File: config.mk
export PLATFORM = sky130hd
export DESIGN_NAME = output_seq_ctrl
export DESIGN_NICKNAME = d
export VERILOG_FILES = /design/src/rtl/dnn_pkg.sv /design/src/rtl/output_seq_ctrl_argmax_tracker.sv /design/src/rtl/output_seq_ctrl.sv
export SDC_FILE = /design/constraint.sdc
export NUM_CORES = 1
export LEC_CHECK = 0
export ABC_AREA = 1
export BUFFER_PORTS_ARGS = -buffer_cell sky130_fd_sc_hd__buf_2
export CAP_MARGIN = 20
export CELL_PAD_IN_SITES_DETAIL_PLACEMENT = 2
export CELL_PAD_IN_SITES_GLOBAL_PLACEMENT = 2
export CORE_UTILIZATION = 33
export CTS_CLUSTER_SIZE = 16
export DETAILED_ROUTE_END_ITERATION = 16
export HOLD_SLACK_MARGIN = 0.12
export PLACE_DENSITY_LB_ADDON = 0.1
export SYNTH_ARGS = -nofsm -noshare
export SYNTH_HDL_FRONTEND = slang
export SYNTH_HIERARCHICAL = 1
export SYNTH_SLANG_ARGS = --single-unit
export TNS_END_PERCENT = 5
File: constraint.sdc
create_clock -name clk -period 2.9 [get_ports clk]
set_clock_uncertainty 0.05 [all_clocks]
set_input_delay 0.29 -clock clk [delete_from_list [all_inputs] [get_ports clk]]
set_output_delay 0.29 -clock clk [all_outputs]
set_load 0.05 [all_outputs]
File: src/rtl/dnn_pkg.sv
//------------------------------------------------------------------------------
// Module : dnn_pkg
// Brief  : Shared widths and sequencer state encoding for the DNN output path.
// Rev    : 1.0 - initial release
//------------------------------------------------------------------------------
`default_nettype none

package dnn_pkg;

    localparam int DNN_DATA_W = 16;
    localparam int DNN_ADDR_W = 2;
    localparam int DNN_N_OUT  = 3;

    typedef enum logic [1:0] {
        ST_IDLE    = 2'd0,
        ST_COLLECT = 2'd1,
        ST_DONE    = 2'd2
    } seq_state_t;

endpackage

`default_nettype wire

File: src/rtl/output_seq_ctrl_argmax_tracker.sv
//------------------------------------------------------------------------------
// Module : argmax_tracker
// Brief  : Running signed maximum and its index; ties keep the earliest index.
// Rev    : 1.0 - initial release
//------------------------------------------------------------------------------
`default_nettype none

module argmax_tracker
    import dnn_pkg::*;
#(
    parameter int DATA_W = DNN_DATA_W,
    parameter int ADDR_W = DNN_ADDR_W
) (
    input  logic              clk,
    input  logic              rst,
    input  logic              clear,
    input  logic              valid,
    input  logic [DATA_W-1:0] data,
    input  logic [ADDR_W-1:0] index,
    output logic [DATA_W-1:0] best_val,
    output logic [ADDR_W-1:0] best_idx
);

    logic              r_has_best;
    logic [DATA_W-1:0] r_best_val;
    logic [ADDR_W-1:0] r_best_idx;
    logic              w_take;

    // Strictly-greater replacement keeps the lowest index on ties.
    assign w_take = valid && (!r_has_best || ($signed(data) > $signed(r_best_val)));

    always_ff @(posedge clk) begin
        if (rst || clear) begin
            r_has_best <= 1'b0;
            r_best_val <= '0;
            r_best_idx <= '0;
        end else if (w_take) begin
            r_has_best <= 1'b1;
            r_best_val <= data;
            r_best_idx <= index;
        end
    end

    assign best_val = r_best_val;
    assign best_idx = r_best_idx;

endmodule

`default_nettype wire

File: src/rtl/output_seq_ctrl.sv
//------------------------------------------------------------------------------
// Module : output_seq_ctrl
// Brief  : Writes one frame of neuron results into the output bank and
//          publishes the argmax class on a one-cycle done pulse.
// Rev    : 1.0 - initial release
//------------------------------------------------------------------------------
`default_nettype none

module output_seq_ctrl
    import dnn_pkg::*;
#(
    parameter int DATA_W = DNN_DATA_W,
    parameter int N_OUT  = DNN_N_OUT,
    parameter int ADDR_W = DNN_ADDR_W
) (
    input  logic              clk,
    input  logic              rst,
    input  logic              start,
    input  logic [DATA_W-1:0] in_data,
    input  logic              in_valid,
    output logic              in_ready,
    output logic [DATA_W-1:0] wr_data,
    output logic [ADDR_W-1:0] wr_addr,
    output logic              wr_en,
    output logic              busy,
    output logic              done,
    output logic [ADDR_W-1:0] class_idx,
    output logic [DATA_W-1:0] class_val
);

    localparam logic [ADDR_W-1:0] c_LAST_IDX = ADDR_W'(N_OUT - 1);

    seq_state_t        r_state;
    seq_state_t        w_next_state;
    logic [ADDR_W-1:0] r_count;
    logic [DATA_W-1:0] r_wr_data;
    logic [ADDR_W-1:0] r_wr_addr;
    logic              r_wr_en;
    logic              r_done;
    logic [ADDR_W-1:0] r_class_idx;
    logic [DATA_W-1:0] r_class_val;
    logic              w_in_ready;
    logic              w_busy;
    logic              w_start_frame;
    logic              w_hs;
    logic [DATA_W-1:0] w_best_val;
    logic [ADDR_W-1:0] w_best_idx;

    always_comb begin
        w_next_state  = r_state;
        w_in_ready    = 1'b0;
        w_busy        = 1'b0;
        w_start_frame = 1'b0;
        case (r_state)
            ST_IDLE: begin
                // A start coinciding with the done pulse belongs to the old frame.
                if (start && !r_done) begin
                    w_next_state  = ST_COLLECT;
                    w_start_frame = 1'b1;
                end
            end
            ST_COLLECT: begin
                w_in_ready = 1'b1;
                w_busy     = 1'b1;
                if (in_valid && (r_count == c_LAST_IDX)) begin
                    w_next_state = ST_DONE;
                end
            end
            ST_DONE: begin
                w_busy       = 1'b1;
                w_next_state = ST_IDLE;
            end
            default: begin
                w_next_state = ST_IDLE;
            end
        endcase
    end

    assign w_hs = in_valid && w_in_ready;

    always_ff @(posedge clk) begin
        if (rst) begin
            r_state     <= ST_IDLE;
            r_count     <= '0;
            r_wr_data   <= '0;
            r_wr_addr   <= '0;
            r_wr_en     <= 1'b0;
            r_done      <= 1'b0;
            r_class_idx <= '0;
            r_class_val <= '0;
        end else begin
            r_state <= w_next_state;
            r_wr_en <= w_hs;
            r_done  <= (r_state == ST_DONE);
            if (w_start_frame) begin
                r_count <= '0;
            end else if (w_hs) begin
                r_wr_data <= in_data;
                r_wr_addr <= r_count;
                // Saturate so the address can never step past the last slot.
                if (r_count != c_LAST_IDX) begin
                    r_count <= r_count + ADDR_W'(1);
                end
            end
            if (r_state == ST_DONE) begin
                r_class_idx <= w_best_idx;
                r_class_val <= w_best_val;
            end
        end
    end

    argmax_tracker #(
        .DATA_W (DATA_W),
        .ADDR_W (ADDR_W)
    ) u_argmax (
        .clk      (clk),
        .rst      (rst),
        .clear    (w_start_frame),
        .valid    (w_hs),
        .data     (in_data),
        .index    (r_count),
        .best_val (w_best_val),
        .best_idx (w_best_idx)
    );

    assign in_ready  = w_in_ready;
    assign busy      = w_busy;
    assign wr_data   = r_wr_data;
    assign wr_addr   = r_wr_addr;
    assign wr_en     = r_wr_en;
    assign done      = r_done;
    assign class_idx = r_class_idx;
    assign class_val = r_class_val;

endmodule

`default_nettype wire

==> flow_summary_export.csv <==
group,metric,value,unit
route,drc,0,
route,drtIter0Drc,90,
global_routing,grt_pass1_wl,13700,um
synth,syn_nets,432,
setup_path,crit_arrival,2.54,ns
timing,fin_crit_sh,81.7,%
clocking,cts_made_buffers,9,
route,dr.pass1.iters,4,
timing,fin_crit,2.37,ns
synth,synth_common_cells,"97 x nor2_1, 61 x dfxtp_1, 47 x nand2_1, 46 x inv_1, 35 x o21ai_0",
timing,drv_slew,0,
die,die-height,95.8,um
final_layout,finalNonFillerCells,556,
synth,yosys_warnings,6,
synth,ys_seq_elements,61,
clocking,cts.hold.buffers_added,0,
setup_path,worstPathRequired,3.07,ns
power,p_leak,0.00169,uW
die,die_x,95.8,um
global_routing,grt_pass1_vias,2743,
setup_path,setup.worst_path.end_class,"flip-flop",
timing,grt_setup_unrepaired,"false",
setup_path,crit_path_start_kind,"flip-flop",
route,wl_per_cell,15.2,um
setup_path,crit_path_max_fanout,36,
power,vdd_drop_max,273,uV
synth,syn_avg_cell_area,7.43,um2
die,num_rows,33,
synth,synth_edf_count,0,
synth,synthTopCellsByArea,"dfxtp_1 42%, nor2_1 13%, ha_1 9.0%",
outcome,status,"finished, final reports clean",
die,coreArea,0.00838,mm2
route,wl,8440,um
setup_path,setup.worst_path.class,"reg2reg",
timing,finalSetupViolCount,0,
synth,synth-main-ff-cell,"dfxtp_1",
synth,yosys.cell_count.top_type,"nor2_1",
global_routing,grt_max_degree,39,
global_routing,overflow,0,
die,ios,60,
route,vias_per_cell,4.78,
clocking,clk_pin_slew_worst_paths,0.07,ns
synth,synth.distinct_cells,30,
clocking,cts_tree,"built",
timing,hold_violations,0,
power,fin_total_pwr,2390,uW
synth,ys_async_sr_fraction,0,%
clocking,post_cts_buffers,0,
synth,yosysSeqAreaShare,42.0,%
final_layout,final_nets,488,
route,antenna_left,0,
place,post-place-ws,0.666,ns
synth,synth_top_area_share,42.0,%
place,gp_congestion,0.707,
timing,layout_setup_ws,0.530,ns
clocking,cts-root-buf,"clkbuf_8",
die,dieArea,0.00918,mm2
job,drv_cap,0,
worst_hold_path,hp-class,"in2reg",
timing,final.setup.tns,0,ns
clocking,clk_latency,0.34,ns
timing,worst_slew_pin_slew,0.839,ns
clocking,clkSinkCount,61,
power,powerDensity,689,mW/mm2
global_routing,grt_use_total,19.9,%
global_routing,antenna_found_initial,0,
place,port_buffers,59,
clocking,cts_resized,0,
clocking,htree_levels,3,
final_layout,final_layout_size_suffix_gt1_share,20.6,%
final_layout,area_delta_synth_final,19.5,%
synth,syn_inst,391,
place,dp.final_hpwl,6000,um
place,dp.cells,541,
synth,yosys.area.top_type,"dfxtp_1",
die,start_util,34.7,%
clocking,clockBufferDepth,2,
synth,syn-cell-area,0.00291,mm2
timing,max_freq,422,MHz
timing,slew_headroom,44.0,%
final_layout,n_antenna_cell,0,
route,num_vias,2660,
cell usage in the layout, fill, tap and decap left out:
cell       synthesis  final
nand3_1           18     18
nor3_2             1      1
dfxtp_1           61     61
nor2_2             3      3
nor3b_1            1      1
nand2_4            2      2
o21bai_1           1      1
inv_2              1      1
inv_4              1      1
nand3_2            5      5
nor2_1            97     97
a21oi_1           24     24
o21ai_0           35     35
nor3_1             1      1
a21oi_2            1      1
clkinv_2           0      1
o21ai_1            2      2
nand2_1           47     47
o21a_1             1      1
clkbuf_8           0     11
a21o_1             1      1
buf_4              1      2
nand4_1            2      2
ha_1              21     21
nand2_2            2      2
inv_1             46     46
inv_8              1      1
bufinv_16          0      3
buf_2              8     59
sequential cells by signal, indices dropped and copies added, names as in the netlist:
name                 cells
u_argmax/best_val       16
class_idx                2
r_state                  2
class_val               16
wr_en                    1
wr_addr                  2
u_argmax/best_idx        2
wr_data                 16
u_argmax/r_has_best      1
done                     1
r_count                  2
routing by layer:
layer,vias up,part of all wire [%],global-route usage (%)
li1,1343,-,-
met1,1262,50,26.3
met2,46,46,33.0
met3,9,2.8,3.40
met4,0,1.2,6.34
met5,-,0,0
stage by stage:
stage | hold WS (ns) | utilization, % | cell area (um2)
2_1_floorplan | 0.309 | - | 2910
3_3_place_gp | 0.407 | 38.5 | 3230
3_5_place_dp | 0.420 | 38.5 | 3230
4_1_cts | 0.155 | 41.4 | 3470
5_1_grt | 0.175 | 41.4 | 3470
6_report | 0.168 | 41.4 | 3470
where the power goes:
| group | total (uW) | internal, uW | switching, uW |
|---|---|---|---|
| combinational | 503 | 137 | 366 |
| sequential | 930 | 895 | 35.3 |
| clock | 960 | 612 | 348 |
| total | 2390 | 1640 | 749 |
layout make-up:
type | count | area (um2)
fillers | 1023 | 4910
multi-input cells | 265 | 1370
flip-flops and latches | 61 | 1220
repair buffers | 61 | 310
inverters | 49 | 194
clock buffers | 11 | 151
well taps | 105 | 131
clock inverters | 4 | 95.1
cells by family after synthesis:
group | after synthesis | share of synthesized area, %
AND/OR/NAND/NOR | 179 | 26.5
AO/OA/AOI/OAI | 65 | 11.6
buffers and inverters | 65 | 10.9
flip-flops | 61 | 42.0
adder cells (fa/ha/maj) | 21 | 9.04
worst paths after layout:
check	startpoint	end	slack, ns	cells past startpoint
max	u_argmax/best_val[2]$_SDFFE_PP0P_	u_argmax/best_val[15]$_SDFFE_PP0P_	0.53	16
min	rst	r_state[0]$_SDFFE_PP0P_	0.17	2
max reg2reg	u_argmax/best_val[2]$_SDFFE_PP0P_	u_argmax/best_val[15]$_SDFFE_PP0P_	0.53	16
min reg2reg	wr_data[3]$_SDFFE_PP0P_	wr_data[3]$_SDFFE_PP0P_	0.43	2
critical path, stage by stage (launching register included):
cell     delay (ns)
dfxtp_1        0.39
inv_1          0.09
ha_1           0.31
nand2_1        0.11
inv_1          0.06
nand2_1        0.08
nand2_1        0.06
nand2_1        0.06
nand2_1        0.06
nand2_1        0.08
nand2_1        0.08
nand2_1        0.11
nand3_2        0.10
nand2_4        0.33
nand3_1        0.15
nand2_1        0.09
nor2_1         0.05
(Power assumes the default switching activity.)
